### src/rtl/ps2_pkg.sv
`default_nettype none
// ============================================================================
// ps2_pkg : shared PS/2 host-transmit state encodings and command constants
// Rev 1.0
// ============================================================================
package ps2_pkg;

    typedef enum logic [2:0] {
        ST_IDLE      = 3'd0,
        ST_INHIBIT   = 3'd1,
        ST_REQ       = 3'd2,
        ST_SHIFT     = 3'd3,
        ST_WAIT_IDLE = 3'd4
    } tx_state_t;

    localparam logic [7:0] CMD_RESET    = 8'hFF;
    localparam logic [7:0] CMD_ENABLE   = 8'hF4;
    localparam logic [7:0] CMD_DEFAULTS = 8'hF6;
    localparam logic [7:0] ACK          = 8'hFA;

    localparam int FILTER_LEN = 8;

    localparam logic [3:0] EDGE_PARITY = 4'd9;
    localparam logic [3:0] EDGE_STOP   = 4'd10;
    localparam logic [3:0] EDGE_ACK    = 4'd11;

    // Parity bit value that makes the 9-bit data+parity word odd.
    function automatic logic odd_parity(input logic [7:0] b);
        return ~^b;
    endfunction

endpackage
`default_nettype wire

### src/rtl/ps2_line_filter.sv
`default_nettype none
// ============================================================================
// ps2_line_filter : 2-flop synchronizer, 8-sample stability filter and
//                   falling-edge detect for one PS/2 line
// Rev 1.0
// ============================================================================
module ps2_line_filter
    import ps2_pkg::*;
(
    input  logic clk,
    input  logic rst_n,
    input  logic line,
    output logic level,
    output logic fall
);

    logic                  meta;
    logic                  sync;
    logic [FILTER_LEN-1:0] hist;

    // Level only moves once all samples agree; idle bus is high.
    always_ff @(posedge clk or negedge rst_n) begin
        if (!rst_n) begin
            meta  <= 1'b1;
            sync  <= 1'b1;
            hist  <= '1;
            level <= 1'b1;
            fall  <= 1'b0;
        end else begin
            meta <= line;
            sync <= meta;
            hist <= {hist[FILTER_LEN-2:0], sync};
            fall <= 1'b0;
            if (&hist) begin
                level <= 1'b1;
            end else if (~|hist) begin
                level <= 1'b0;
                fall  <= level;
            end
        end
    end

endmodule
`default_nettype wire

### src/rtl/ps2_host_tx.sv
`default_nettype none
// ============================================================================
// ps2_host_tx : PS/2 host-to-device command transmitter (inhibit, request,
//               device-clocked shift, ack check, timeout)
// Rev 1.0
// ============================================================================
module ps2_host_tx
    import ps2_pkg::*;
#(
    parameter int unsigned CLK_HZ     = 100_000_000,
    parameter int unsigned INHIBIT_US = 120,
    parameter int unsigned TIMEOUT_US = 15000
)(
    input  logic       clk,
    input  logic       rst_n,
    input  logic       ps2_clk,
    input  logic       ps2_data,
    output logic       ps2_clk_oe,
    output logic       ps2_data_oe,
    input  logic       tx_valid,
    input  logic [7:0] tx_data,
    output logic       tx_ready,
    output logic       tx_busy,
    output logic       tx_done,
    output logic       tx_err
);

    localparam int unsigned CYC_PER_US  = CLK_HZ / 1_000_000;
    localparam int unsigned INHIBIT_CYC = INHIBIT_US * CYC_PER_US;
    localparam int unsigned TIMEOUT_CYC = TIMEOUT_US * CYC_PER_US;
    localparam int unsigned TMAX        = (INHIBIT_CYC > TIMEOUT_CYC) ? INHIBIT_CYC : TIMEOUT_CYC;
    localparam int          TIMER_W     = $clog2(TMAX + 1);

    tx_state_t          state, state_n;
    logic [TIMER_W-1:0] timer, timer_n;
    logic [3:0]         n, n_n;
    logic [7:0]         tx_byte, tx_byte_n;
    logic               clk_oe_n, data_oe_n, done_n, err_n;
    logic               clk_lvl, clk_fall, data_lvl;
    logic [3:0]         edge_num;
    logic               timed_out;

    ps2_line_filter u_clk_filter (
        .clk   (clk),
        .rst_n (rst_n),
        .line  (ps2_clk),
        .level (clk_lvl),
        .fall  (clk_fall)
    );

    ps2_line_filter u_data_filter (
        .clk   (clk),
        .rst_n (rst_n),
        .line  (ps2_data),
        .level (data_lvl),
        .fall  ()
    );

    assign tx_ready  = (state == ST_IDLE);
    assign tx_busy   = (state != ST_IDLE);
    assign edge_num  = n + 4'd1;
    assign timed_out = (timer == TIMER_W'(TIMEOUT_CYC - 1));

    always_ff @(posedge clk or negedge rst_n) begin
        if (!rst_n) begin
            state       <= ST_IDLE;
            timer       <= '0;
            n           <= '0;
            tx_byte     <= '0;
            ps2_clk_oe  <= 1'b0;
            ps2_data_oe <= 1'b0;
            tx_done     <= 1'b0;
            tx_err      <= 1'b0;
        end else begin
            state       <= state_n;
            timer       <= timer_n;
            n           <= n_n;
            tx_byte     <= tx_byte_n;
            ps2_clk_oe  <= clk_oe_n;
            ps2_data_oe <= data_oe_n;
            tx_done     <= done_n;
            tx_err      <= err_n;
        end
    end

    always_comb begin
        state_n   = state;
        timer_n   = timer + TIMER_W'(1);
        n_n       = n;
        tx_byte_n = tx_byte;
        clk_oe_n  = ps2_clk_oe;
        data_oe_n = ps2_data_oe;
        done_n    = 1'b0;
        err_n     = 1'b0;

        case (state)
            ST_IDLE: begin
                clk_oe_n  = 1'b0;
                data_oe_n = 1'b0;
                timer_n   = '0;
                n_n       = '0;
                if (tx_valid) begin
                    tx_byte_n = tx_data;
                    clk_oe_n  = 1'b1;
                    state_n   = ST_INHIBIT;
                end
            end
            ST_INHIBIT: begin
                if (timer == TIMER_W'(INHIBIT_CYC - 1)) begin
                    data_oe_n = 1'b1;
                    state_n   = ST_REQ;
                end
            end
            ST_REQ: begin
                // Timeout is measured from the clock release that happens here.
                clk_oe_n = 1'b0;
                timer_n  = '0;
                state_n  = ST_SHIFT;
            end
            ST_SHIFT: begin
                if (timed_out) begin
                    data_oe_n = 1'b0;
                    err_n     = 1'b1;
                    state_n   = ST_IDLE;
                end else if (clk_fall) begin
                    n_n = edge_num;
                    if (edge_num <= 4'd8) begin
                        data_oe_n = ~tx_byte[n[2:0]];
                    end else if (edge_num == EDGE_PARITY) begin
                        data_oe_n = ~odd_parity(tx_byte);
                    end else if (edge_num == EDGE_STOP) begin
                        data_oe_n = 1'b0;
                    end else if (edge_num == EDGE_ACK) begin
                        if (data_lvl) begin
                            err_n   = 1'b1;
                            state_n = ST_IDLE;
                        end else begin
                            state_n = ST_WAIT_IDLE;
                        end
                    end
                end
            end
            ST_WAIT_IDLE: begin
                if (timed_out) begin
                    data_oe_n = 1'b0;
                    err_n     = 1'b1;
                    state_n   = ST_IDLE;
                end else if (clk_lvl && data_lvl) begin
                    done_n  = 1'b1;
                    state_n = ST_IDLE;
                end
            end
            default: begin
                clk_oe_n  = 1'b0;
                data_oe_n = 1'b0;
                state_n   = ST_IDLE;
            end
        endcase
    end

endmodule
`default_nettype wire
### config.mk
export PLATFORM = sky130hd
export DESIGN_NAME = ps2_host_tx
export DESIGN_NICKNAME = d
export VERILOG_FILES = /design/src/rtl/ps2_pkg.sv /design/src/rtl/ps2_line_filter.sv /design/src/rtl/ps2_host_tx.sv
export SDC_FILE = /design/constraint.sdc
export NUM_CORES = 1
export LEC_CHECK = 0
export ABC_AREA = 1
export BUFFER_PORTS_ARGS = -buffer_cell sky130_fd_sc_hd__buf_4
export CELL_PAD_IN_SITES_DETAIL_PLACEMENT = 1
export CELL_PAD_IN_SITES_GLOBAL_PLACEMENT = 1
export CORE_AREA = 3 3 87 89
export CTS_BUF_LIST = sky130_fd_sc_hd__clkbuf_2
export DETAILED_ROUTE_END_ITERATION = 10
export DIE_AREA = 0 0 90 92
export PLACE_DENSITY = 0.82
export SLEW_MARGIN = 20
export SYNTH_ARGS = -nofsm -noshare
export SYNTH_HDL_FRONTEND = slang
export SYNTH_SLANG_ARGS = --single-unit
### constraint.sdc
create_clock -name clk -period 2.2 [get_ports clk]
set_clock_uncertainty 0.15 [all_clocks]
set_input_delay 0.33 -clock clk [delete_from_list [all_inputs] [get_ports clk]]
set_output_delay 0.33 -clock clk [all_outputs]
set_load 0.01 [all_outputs]
==> results of run 1 <==
==> critical path: stages, from the launching register on <==
cell and delay (ns):
sky130_fd_sc_hd__dfrtp_1 0.47, sky130_fd_sc_hd__nor2_4 0.14, sky130_fd_sc_hd__inv_4 0.10, sky130_fd_sc_hd__nor2_2 0.15, sky130_fd_sc_hd__inv_2 0.09, sky130_fd_sc_hd__buf_4 0.15
==> area by class of cell <==
type / count / area, um^2 / area share [%]
sequential: 63 / 1610 / 44.1
multi-input combinational: 271 / 1350 / 37.1
timing repair buffer: 32 / 268 / 7.35
inverter: 50 / 190 / 5.22
tap: 96 / 120 / 3.30
clock inverter: 6 / 60.1 / 1.65
clock buffer: 10 / 50.0 / 1.37
==> per-layer routing <==
metal / track usage [%] / wire, um / up-vias
met1: 24.0 / 3470 / 1285
met3: 2.79 / 134 / 12
li1: - / - / 1320
met5: 0 / 0 / -
met2: 33.9 / 3700 / 25
met4: 7.53 / 148 / 0
==> through the flow <==
| stage | area (um^2) | total power, uW | utilization (%) |
|---|---|---|---|
| 6_report | 3640 | 3510 | 53.3 |
| 5_1_grt | 3640 | 3810 | 53.3 |
| 4_1_cts | 3630 | 3540 | 53.2 |
| 3_5_place_dp | 3410 | 2780 | 49.9 |
| 3_3_place_gp | 3410 | 2720 | 49.9 |
| 2_1_floorplan | 3160 | 2380 | - |
==> cell families (layout without fill, tap and decap cells) <==
group / Yosys count / count (layout) / synth area share, %
adder cells (fa/ha/maj): 6 / 6 / 2.38
AO/OA/AOI/OAI: 42 / 42 / 7.01
flip-flops: 63 / 63 / 50.8
XOR/XNOR: 1 / 1 / 0.277
AND/OR/NAND/NOR: 222 / 222 / 32.9
buffers and inverters: 55 / 98 / 6.69
==> state kept, by name (all words and copies together), names as in the netlist, 3 cells and up <==
name                flops
tx_byte                 8
timer                  21
n                       4
state                   3
u_clk_filter.hist       8
u_data_filter.hist      8
==> layout by cell type (no fill, tap or decap), types with 2 or more instances in the layout <==
cell type,instances
sky130_fd_sc_hd__o21ai_1,3
sky130_fd_sc_hd__nor4_1,3
sky130_fd_sc_hd__nor2_4,5
sky130_fd_sc_hd__inv_4,2
sky130_fd_sc_hd__clkinv_2,3
sky130_fd_sc_hd__a21oi_1,22
sky130_fd_sc_hd__nand2_1,101
sky130_fd_sc_hd__nand4_1,6
sky130_fd_sc_hd__a31oi_1,2
sky130_fd_sc_hd__nor2_2,6
sky130_fd_sc_hd__inv_1,46
sky130_fd_sc_hd__inv_2,3
sky130_fd_sc_hd__nand2_2,5
sky130_fd_sc_hd__ha_1,6
sky130_fd_sc_hd__and3_1,2
sky130_fd_sc_hd__o21ai_0,10
sky130_fd_sc_hd__nor2_1,46
sky130_fd_sc_hd__buf_4,21
sky130_fd_sc_hd__clkbuf_2,10
sky130_fd_sc_hd__dfrtp_1,40
sky130_fd_sc_hd__nand3_1,26
sky130_fd_sc_hd__o22ai_1,3
sky130_fd_sc_hd__nor3_1,12
sky130_fd_sc_hd__nand3_2,3
sky130_fd_sc_hd__dfstp_2,22
sky130_fd_sc_hd__dlygate4sd3_1,11
==> where the power goes <==
group | total, uW | internal, uW | switching, uW
Clock | 710 | 265 | 445
Combinational | 1330 | 468 | 861
Sequential | 1480 | 1340 | 140
==> worst max path at each step <==
| stage | to | slack, ns | startpoint | depth (start not counted) |
|---|---|---|---|---|
| CTS | tx_busy | 0.01 | state[2] | 5 |
| global route | tx_busy | 0.02 | state[2] | 5 |
| global placement | state[1] | 0.28 | n[0] | 10 |
| detailed placement | state[1] | 0.13 | n[0] | 10 |
| finish | tx_busy | 0.12 | state[2] | 5 |
| floorplan | state[1] | 0.43 | n[0] | 11 |
==> timing repair <==
action,in CTS,in global routing
pin swaps,0,0
endpoints found under the setup margin,1,3
setup buffers,1,0
endpoints found under the hold margin,51,0
gates resized for setup,0,3
hold buffers,11,0
==> results_tabular.tex, run 1 <==
\begin{tabular}{lr}
\hline
Metric & Value \\
\hline
\multicolumn{2}{l}{\textbf{Critical path}} \\
Reg-to-reg endpoint & state[1] \\
R2R cell count & 10 \\
Register-to-Register Setup Slack & 0.27 ns \\
Crit Path Category & flip-flop to primary output \\
Data required time at the worst endpoint & 1.72 ns \\
Endpoint type of the worst setup path & primary output \\
Arrival time of the worst setup path & 1.60 ns \\
Worst flop-to-flop path startpoint & n[0] \\
Largest fanout on the critical path & 13 \\
Worst setup SP type & flip-flop \\
\multicolumn{2}{l}{\textbf{Power and ir drop}} \\
Pwr dens & 964 mW/mm\^{}2 \\
Leakage & 0.00170 uW \\
VDD IR-drop max & 0.462 mV \\
\multicolumn{2}{l}{\textbf{Logic synthesis}} \\
Share of flip-flops with an asynchronous set or reset after synthesis & 100\% \\
EDFF count, synth & 0 \\
Most frequent cell after synthesis & sky130\_fd\_sc\_hd\_\_nand2\_1 \\
Average footprint of a synthesized cell & 8.12 um\^{}2 \\
Net count after synthesis & 408 \\
Number of distinct library cells after synthesis & 33 \\
Post-synthesis instance total & 389 \\
Combined area of all synthesized cells & 0.00316 mm\^{}2 \\
Share of synthesized area occupied by flip-flops and latches & 50.8\% \\
Post-synthesis sequential element count & 63 \\
Cell accounting for the most synthesized area & sky130\_fd\_sc\_hd\_\_dfrtp\_1 \\
Top area cells in the synthesized netlist & sky130\_fd\_sc\_hd\_\_dfrtp\_1 (32\%), sky130\_fd\_sc\_hd\_\_dfstp\_2 (18\%), sky130\_fd\_sc\_hd\_\_nand2\_1 (12\%) \\
Dominant register cell in the synthesized netlist & sky130\_fd\_sc\_hd\_\_dfrtp\_1 \\
Proportion of netlist area held by the largest area contributor & 32.5\% \\
Cell types with the highest counts after synthesis & sky130\_fd\_sc\_hd\_\_nand2\_1 (101), sky130\_fd\_sc\_hd\_\_inv\_1 (46), sky130\_fd\_sc\_hd\_\_nor2\_1 (46) \\
Number of warnings printed during yosys synthesis & 0 \\
\multicolumn{2}{l}{\textbf{Routing}} \\
First-pass iteration count of the detailed router & 4 \\
Average vias per placed instance & 5.00 \\
Total routed wirelength & 7450 um \\
Via count & 2,642 \\
\# DRC & 0 \\
WL per Instance & 14.1 um \\
Antenna viol nets, final & 0 \\
First-iteration detailed-routing DRC count & 105 \\
\multicolumn{2}{l}{\textbf{Hold path}} \\
Hold Path Sink & state[2] \\
Classification of the worst-slack hold path & input port to flip-flop \\
Worst min-delay path startpoint & tx\_valid \\
Worst hold path stage count & 6 \\
\multicolumn{2}{l}{\textbf{Place}} \\
Input/output buffers & 18 \\
Post-placement setup slack & 0.128 ns \\
Placed wire-length estimate after detailed placement & 5350 um \\
Last weighted congestion value of the routability-driven placer & 0.829 \\
Cell count after placement & 500 \\
\multicolumn{2}{l}{\textbf{Global route}} \\
Residual overflow from global routing & 0 \\
Number of antenna violations at the first check in global routing & 0 \\
Via count of the first global-routing pass & 2,830 \\
Maximum number of pins on one net before global-route repair & 64 \\
Global Route Usage Sum & 19.3\% \\
Global-route wire length before repair & 12,900 um \\
\multicolumn{2}{l}{\textbf{Floorplan}} \\
Initial Util & 46.3\% \\
Overall die width & 90 um \\
Core Rows & 30 \\
I/O pin count & 19 \\
Die area & 0.00828 mm\^{}2 \\
Core outline area & 0.00683 mm\^{}2 \\
Die extent in y & 92 um \\
\multicolumn{2}{l}{\textbf{Finish}} \\
Final Non-Filler Cells & 528 \\
Nets & 446 \\
Layout Area Growth over Synthesis & 15.3\% \\
Number of antenna repair diodes & 0 \\
Fraction of layout cells with a size suffix above 1 & 20.4\% \\
Fillers & 873 \\
\multicolumn{2}{l}{\textbf{CTS}} \\
Clock tree from TritonCTS & built \\
Clock insertion delay at the later pin of the skew report & 0.50 ns \\
Clock net sink count & 63 \\
Cts bufs inserted & 9 \\
Max Root-Sink Buffers & 2 \\
CTS Root Cell & sky130\_fd\_sc\_hd\_\_clkbuf\_2 \\
Clock-pin slew on the worst setup and hold paths & 0.18 ns \\
Number of H-tree levels & 3 \\
\multicolumn{2}{l}{\textbf{STA}} \\
Max Freq & 0.482 GHz \\
Worst hold slack & 0.190 ns \\
Setup TNS Final & 0 ns \\
Total setup violations reported at the end of the flow & 0 \\
Max-slew violations & 0 \\
Clock period minus final worst setup slack & 2.08 ns \\
Final critical-path setup slack & 0.123 ns \\
Slew margin rel. & 48.1\% \\
Unrepaired setup endpoints after global routing & no \\
Period utilisation layout & 94.4\% \\
Final hold violations & 0 \\
Measured slew at the worst slew-check pin & 0.779 ns \\
\multicolumn{2}{l}{\textbf{Flow run}} \\
Number of violations of the max-capacitance limit & 0 \\
\multicolumn{2}{l}{\textbf{Run status}} \\
Result of the run & finished clean \\
\hline
\end{tabular}
Note: power is estimated with default switching activity, not from simulation.
==> run 2, diff against run 1 <==
Settings changed: RECOVER_POWER set to 25.
==> results_tabular.tex, run 2 (synthesis gave the netlist of run 1 again) <==
\begin{tabular}{lr}
\hline
Metric & Value \\
\hline
\multicolumn{2}{l}{\textbf{CTS}} \\
Clock tree from TritonCTS & built \\
Clock net sink count & 63 (unchanged) \\
Max Root-Sink Buffers & 2 (unchanged) \\
Clock-pin slew on the worst setup and hold paths & 0.18 ns (about the same) \\
Clock insertion delay at the later pin of the skew report & 0.50 ns (about the same) \\
Number of H-tree levels & 3 (unchanged) \\
CTS Root Cell & sky130\_fd\_sc\_hd\_\_clkbuf\_2 \\
Cts bufs inserted & 9 (unchanged) \\
\multicolumn{2}{l}{\textbf{Critical path}} \\
Largest fanout on the critical path & 13 (unchanged) \\
Arrival time of the worst setup path & 1.60 ns (about the same) \\
Endpoint type of the worst setup path & primary output \\
Worst setup SP type & flip-flop \\
Crit Path Category & flip-flop to primary output \\
Data required time at the worst endpoint & 1.72 ns (about the same) \\
\multicolumn{2}{l}{\textbf{Floorplan}} \\
Core outline area & 0.00683 mm\^{}2 (unchanged) \\
Core Rows & 30 (unchanged) \\
Die area & 0.00828 mm\^{}2 (unchanged) \\
Die extent in y & 92 um (unchanged) \\
I/O pin count & 19 (unchanged) \\
Overall die width & 90 um (unchanged) \\
Initial Util & 46.3\% (unchanged) \\
\multicolumn{2}{l}{\textbf{Power and ir drop}} \\
Leakage & 0.00169 uW (-0.56\%) \\
VDD IR-drop max & 0.460 mV (-0.37\%) \\
Pwr dens & 963 mW/mm\^{}2 (-0.18\%) \\
Power, Total & 3500 uW (-0.25\%) \\
\multicolumn{2}{l}{\textbf{Finish}} \\
Layout Area Growth over Synthesis & 15.2\% (about the same) \\
Nets & 446 (unchanged) \\
Fillers & 872 (-0.11\%) \\
Total non-filler cell area in the finished layout & 0.00364 mm\^{}2 (about the same) \\
Commonest non-fill, non-tap cell in the layout & sky130\_fd\_sc\_hd\_\_nand2\_1 \\
Number of antenna repair diodes & 0 (unchanged) \\
Largest register FFs & 21 (unchanged) \\
Largest register by flop count & timer \\
Fraction of layout cells with a size suffix above 1 & 16.9\% (-3.5 points) \\
Top library cells by usage in the layout, fill and taps aside & sky130\_fd\_sc\_hd\_\_nand2\_1 (101), sky130\_fd\_sc\_hd\_\_inv\_1 (46), sky130\_fd\_sc\_hd\_\_nor2\_1 (46) \\
\multicolumn{2}{l}{\textbf{STA}} \\
Unrepaired setup endpoints after global routing & no \\
Clock period minus final worst setup slack & 2.08 ns (-0.000569 ns) \\
Total setup violations reported at the end of the flow & 0 (unchanged) \\
Setup TNS Final & 0 ns (unchanged) \\
Period utilisation layout & 94.4\% (about the same) \\
Measured slew at the worst slew-check pin & 1.52 ns (+0.742 ns) \\
Max-slew violations & 64 (+64) \\
Final hold violations & 0 (unchanged) \\
Slew margin rel. & -1.41\% (-49 points) \\
Max Freq & 0.482 GHz (about the same) \\
\multicolumn{2}{l}{\textbf{Routing}} \\
Antenna viol nets, final & 0 (unchanged) \\
Total routed wirelength & 7430 um (-0.24\%) \\
WL per Instance & 14.1 um (-0.24\%) \\
Average vias per placed instance & 4.99 (-0.34\%) \\
First-pass iteration count of the detailed router & 4 (unchanged) \\
\# DRC & 0 (unchanged) \\
First-iteration detailed-routing DRC count & 101 (-3.8\%) \\
Via count & 2,633 (-0.34\%) \\
\multicolumn{2}{l}{\textbf{Flow run}} \\
Number of violations of the max-capacitance limit & 1 (+1) \\
\multicolumn{2}{l}{\textbf{Global route}} \\
Global-route wire length before repair & 12,900 um (unchanged) \\
Residual overflow from global routing & 0 (unchanged) \\
Maximum number of pins on one net before global-route repair & 64 (unchanged) \\
Number of antenna violations at the first check in global routing & 0 (unchanged) \\
Via count of the first global-routing pass & 2,830 (unchanged) \\
Global Route Usage Sum & 19.3\% (unchanged) \\
\multicolumn{2}{l}{\textbf{Run status}} \\
Violations in the final reports & max-capacitance violations, max-slew violations \\
Result of the run & complete, but fails checks \\
\multicolumn{2}{l}{\textbf{Place}} \\
DP Area & 0.00341 mm\^{}2 (unchanged) \\
Last weighted congestion value of the routability-driven placer & 0.829 (unchanged) \\
Placed wire-length estimate after detailed placement & 5350 um (unchanged) \\
Input/output buffers & 18 (unchanged) \\
\multicolumn{2}{l}{\textbf{Hold path}} \\
Classification of the worst-slack hold path & input port to flip-flop \\
\hline
\end{tabular}
run 2: repair_timing:
item | in CTS | in global routing
hold buffers | 11 | 0
setup endpoints to repair | 1 | 3
endpoints found under the hold margin | 51 | 0
setup buffers | 1 | 0
resized for setup | 0 | 3
run 2: power by group:
part / leakage (uW) / total (uW) / internal (uW) / switching, uW
Combinational: 0.000852 / 1330 / 467 / 860
Sequential: 0.000760 / 1470 / 1330 / 140
Clock: 0.0000760 / 709 / 265 / 444
run 2: critical path, stage by stage, from the launching register on:
cell                      delay (ns)
sky130_fd_sc_hd__dfrtp_1        0.47
sky130_fd_sc_hd__nor2_4         0.14
sky130_fd_sc_hd__inv_4          0.10
sky130_fd_sc_hd__nor2_2         0.15
sky130_fd_sc_hd__inv_2          0.09
sky130_fd_sc_hd__buf_4          0.15
run 2: area by class of cell:
| cell class | count | area (um^2) | area share (%) |
|---|---|---|---|
| Timing Repair Buffer | 32 | 265 | 7.29 |
| Tap cell | 96 | 120 | 3.30 |
| Sequential cell | 63 | 1610 | 44.1 |
| Clock inverter | 6 | 60.1 | 1.65 |
| Inverter | 50 | 190 | 5.22 |
| Multi-Input combinational cell | 271 | 1350 | 37.1 |
| Clock buffer | 10 | 50.0 | 1.37 |
run 2: routing by layer:
layer  up-vias  routed length (um)  GRT usage, %
li1       1318                   -             -
met1      1278                3440          24.0
met2        25                3710          33.9
met3        12                 135          2.79
met4         0                 148          7.53
met5         -                   0             0
run 2: path summary, 6_finish.rpt:
| path | startpoint | slack, ns | cells past startpoint | to |
|---|---|---|---|---|
| setup / recovery | state[2] | 0.12 | 5 | tx_busy |
| min in group asynchronous | rst_n | 0.58 | 2 | tx_err |
| max in group asynchronous | rst_n | 0.33 | 2 | n[0] |
| hold reg to reg | u_clk_filter.meta | 0.22 | 0 | u_clk_filter.sync |
| setup reg to reg | n[1] | 0.29 | 10 | state[1] |
| hold / removal | tx_valid | 0.19 | 6 | state[2] |
run 2: metrics by stage:
stage          cells  util [%]  hold WS [ns]  worst slack [ns]
6_report         528      53.3         0.190             0.124
5_1_grt          528      53.3         0.223            0.0100
4_1_cts          528      53.2         0.154            0.0147
3_5_place_dp     500      49.9         0.199             0.128
3_3_place_gp     500      49.9         0.195             0.276
2_1_floorplan    389         -        -0.116             0.428
==> run 3, diff against run 2 <==
Settings changed: PLACE_DENSITY 0.82 to not set, PLACE_DENSITY_LB_ADDON set to 0.1.
==> results_tabular.tex, run 3 (synthesis gave the netlist of run 1 again) <==
\begin{tabular}{lr}
\hline
Metric & Value \\
\hline
\multicolumn{2}{l}{\textbf{CTS}} \\
Clock-pin slew on the worst setup and hold paths & 0.21 ns (+0.03 ns) \\
Clock net sink count & 63 (unchanged) \\
Max Root-Sink Buffers & 2 (unchanged) \\
CTS Root Cell & sky130\_fd\_sc\_hd\_\_clkbuf\_2 \\
Clock insertion delay at the later pin of the skew report & 0.51 ns (about the same) \\
Number of H-tree levels & 3 (unchanged) \\
Cts bufs inserted & 9 (unchanged) \\
Clock tree from TritonCTS & built \\
\multicolumn{2}{l}{\textbf{Critical path}} \\
Arrival time of the worst setup path & 2.29 ns (+0.69 ns) \\
Worst setup SP type & flip-flop \\
Register-to-Register Setup Slack & 0.17 ns (-0.12 ns) \\
Crit Path Category & flip-flop to flip-flop \\
Capturing element of the worst setup path & state[0] \\
R2R cell count & 10 (unchanged) \\
Endpoint type of the worst setup path & flip-flop \\
Crit path from & n[1] \\
Reg-to-reg endpoint & state[0] \\
Worst flop-to-flop path startpoint & n[1] \\
Largest fanout on the critical path & 8 (-5) \\
Data required time at the worst endpoint & 2.45 ns (+0.73 ns) \\
\multicolumn{2}{l}{\textbf{Power and ir drop}} \\
Leakage & 0.00172 uW (+1.8\%) \\
Net Sw Power & 1490 uW (+3.1\%) \\
Internal power of the cells & 2200 uW (+6.8\%) \\
Clock power share & 23.6\% (+3.4 points) \\
Pwr dens & 997 mW/mm\^{}2 (+3.6\%) \\
Switching share of power & 40.4\% (-0.84 points) \\
Power, Total & 3690 uW (+5.3\%) \\
Sequential share of power & 39.7\% (-2.2 points) \\
VDD IR-drop max & 0.504 mV (+9.5\%) \\
Part of the total power dissipated in combinational logic & 36.7\% (-1.2 points) \\
\multicolumn{2}{l}{\textbf{Routing}} \\
First-iteration detailed-routing DRC count & 96 (-5.0\%) \\
Antenna viol nets, final & 0 (unchanged) \\
WL per Instance & 14.2 um (+1.2\%) \\
Via count & 2,647 (+0.53\%) \\
Average vias per placed instance & 4.98 (about the same) \\
First-pass iteration count of the detailed router & 4 (unchanged) \\
Total routed wirelength & 7560 um (+1.7\%) \\
\# DRC & 0 (unchanged) \\
\multicolumn{2}{l}{\textbf{Floorplan}} \\
I/O pin count & 19 (unchanged) \\
Core outline area & 0.00683 mm\^{}2 (unchanged) \\
Core Rows & 30 (unchanged) \\
Die extent in y & 92 um (unchanged) \\
Overall die width & 90 um (unchanged) \\
Initial Util & 46.3\% (unchanged) \\
Die area & 0.00828 mm\^{}2 (unchanged) \\
\multicolumn{2}{l}{\textbf{STA}} \\
Max Freq & 0.492 GHz (+2.0\%) \\
Setup TNS Final & 0 ns (unchanged) \\
Max-slew violations & 64 (unchanged) \\
Worst hold slack & 0.197 ns (+0.00696 ns) \\
Measured slew at the worst slew-check pin & 1.54 ns (+0.0229 ns) \\
Clock period minus final worst setup slack & 2.03 ns (-0.0417 ns) \\
Unrepaired setup endpoints after global routing & no \\
Final hold violations & 0 (unchanged) \\
Total setup violations reported at the end of the flow & 0 (unchanged) \\
Final critical-path setup slack & 0.166 ns (+0.0417 ns) \\
Slew margin rel. & -2.93\% (-1.5 points) \\
Period utilisation layout & 92.5\% (-1.9 points) \\
\multicolumn{2}{l}{\textbf{Finish}} \\
Fraction of layout cells with a size suffix above 1 & 17.5\% (+0.57 points) \\
Nets & 449 (+0.67\%) \\
Largest register FFs & 21 (unchanged) \\
Top library cells by usage in the layout, fill and taps aside & sky130\_fd\_sc\_hd\_\_nand2\_1 (101), sky130\_fd\_sc\_hd\_\_inv\_1 (46), sky130\_fd\_sc\_hd\_\_nor2\_1 (46) \\
Commonest non-fill, non-tap cell in the layout & sky130\_fd\_sc\_hd\_\_nand2\_1 \\
Largest register by flop count & timer \\
Number of antenna repair diodes & 0 (unchanged) \\
Fillers & 847 (-2.9\%) \\
Area occupied by registers & 0.00160 mm\^{}2 (about the same) \\
Layout Area Growth over Synthesis & 17.1\% \\
Final core utilization & 54.2\% (+0.88 points) \\
Area of the multi-input gates & 0.00135 mm\^{}2 (unchanged) \\
\multicolumn{2}{l}{\textbf{Global route}} \\
Via count of the first global-routing pass & 2,748 (-2.9\%) \\
Number of antenna violations at the first check in global routing & 0 (unchanged) \\
Global Route Usage Sum & 19.8\% (+0.53 points) \\
Global-route wire length before repair & 13,000 um (+1.0\%) \\
Residual overflow from global routing & 0 (unchanged) \\
Maximum number of pins on one net before global-route repair & 64 (unchanged) \\
\multicolumn{2}{l}{\textbf{Run status}} \\
Violations in the final reports & max-capacitance violations, max-slew violations \\
Result of the run & complete, but fails checks \\
\multicolumn{2}{l}{\textbf{Flow run}} \\
Number of violations of the max-capacitance limit & 1 (unchanged) \\
\multicolumn{2}{l}{\textbf{Place}} \\
Placed wire-length estimate after detailed placement & 5580 um (+4.4\%) \\
Last weighted congestion value of the routability-driven placer & 0.833 (+0.47\%) \\
Input/output buffers & 18 (unchanged) \\
Post-placement setup slack & 0.230 ns (+0.102 ns) \\
\multicolumn{2}{l}{\textbf{Hold path}} \\
Classification of the worst-slack hold path & input port to flip-flop \\
\hline
\end{tabular}
run 3: critical path: stages, from the launching register on:
cell and delay, ns:
sky130_fd_sc_hd__dfrtp_1 0.53, sky130_fd_sc_hd__inv_1 0.16, sky130_fd_sc_hd__ha_1 0.22, sky130_fd_sc_hd__nor3_1 0.26
sky130_fd_sc_hd__nand4_1 0.16, sky130_fd_sc_hd__nand3_1 0.09, sky130_fd_sc_hd__nand2_1 0.06, sky130_fd_sc_hd__inv_2 0.08
sky130_fd_sc_hd__nand2_2 0.07, sky130_fd_sc_hd__nand2_1 0.06, sky130_fd_sc_hd__nand2_1 0.07
run 3: final cells by class:
type,count,area share [%]
clock buffer,9,1.22
clock inverter,7,2.81
inverter,50,5.14
multi-input combinational,271,36.5
sequential,63,43.3
tap,96,3.25
timing repair buffer,35,7.78
run 3: power groups by stage:
stage / Combinational, uW / Clock [uW] / Sequential, uW
final: 1350 / 871 / 1470
after detailed placement: 1300 / 0 / 1490
after global placement: 1240 / 0 / 1480
after global routing: 1540 / 950 / 1490
after CTS: 1320 / 897 / 1470
after floorplan: 914 / 0 / 1460
run 3: worst min path at each step:
stage / start / end / slack, ns / cells after the start
2_1_floorplan: rst_n / n[0] / -0.12 / 0
3_3_place_gp: u_clk_filter.sync / u_clk_filter.hist[0] / 0.20 / 0
3_5_place_dp: u_clk_filter.sync / u_clk_filter.hist[0] / 0.20 / 0
4_1_cts: tx_valid / state[1] / 0.16 / 7
5_1_grt: tx_valid / state[1] / 0.22 / 6
6_report: tx_valid / state[1] / 0.20 / 7
run 3: routing by layer:
layer / up-vias / track usage (%) / part of all wire, %
li1: 1327 / - / -
met1: 1280 / 25.6 / 48
met2: 29 / 33.1 / 48
met3: 11 / 3.53 / 1.9
met4: 0 / 8.16 / 1.8
met5: - / 0 / 0
run 3: through the flow:
stage,std cells,cell area [um^2]
5_1_grt,531,3700
2_1_floorplan,389,3160
3_5_place_dp,502,3420
3_3_place_gp,502,3420
6_report,531,3700
4_1_cts,529,3680
run 3: timing repair:
action	CTS	global route
hold buffers	11	0
setup endpoints to repair	0	1
gates resized for setup	0	2
hold endpoints to repair	51	0
buffers inserted	0	2
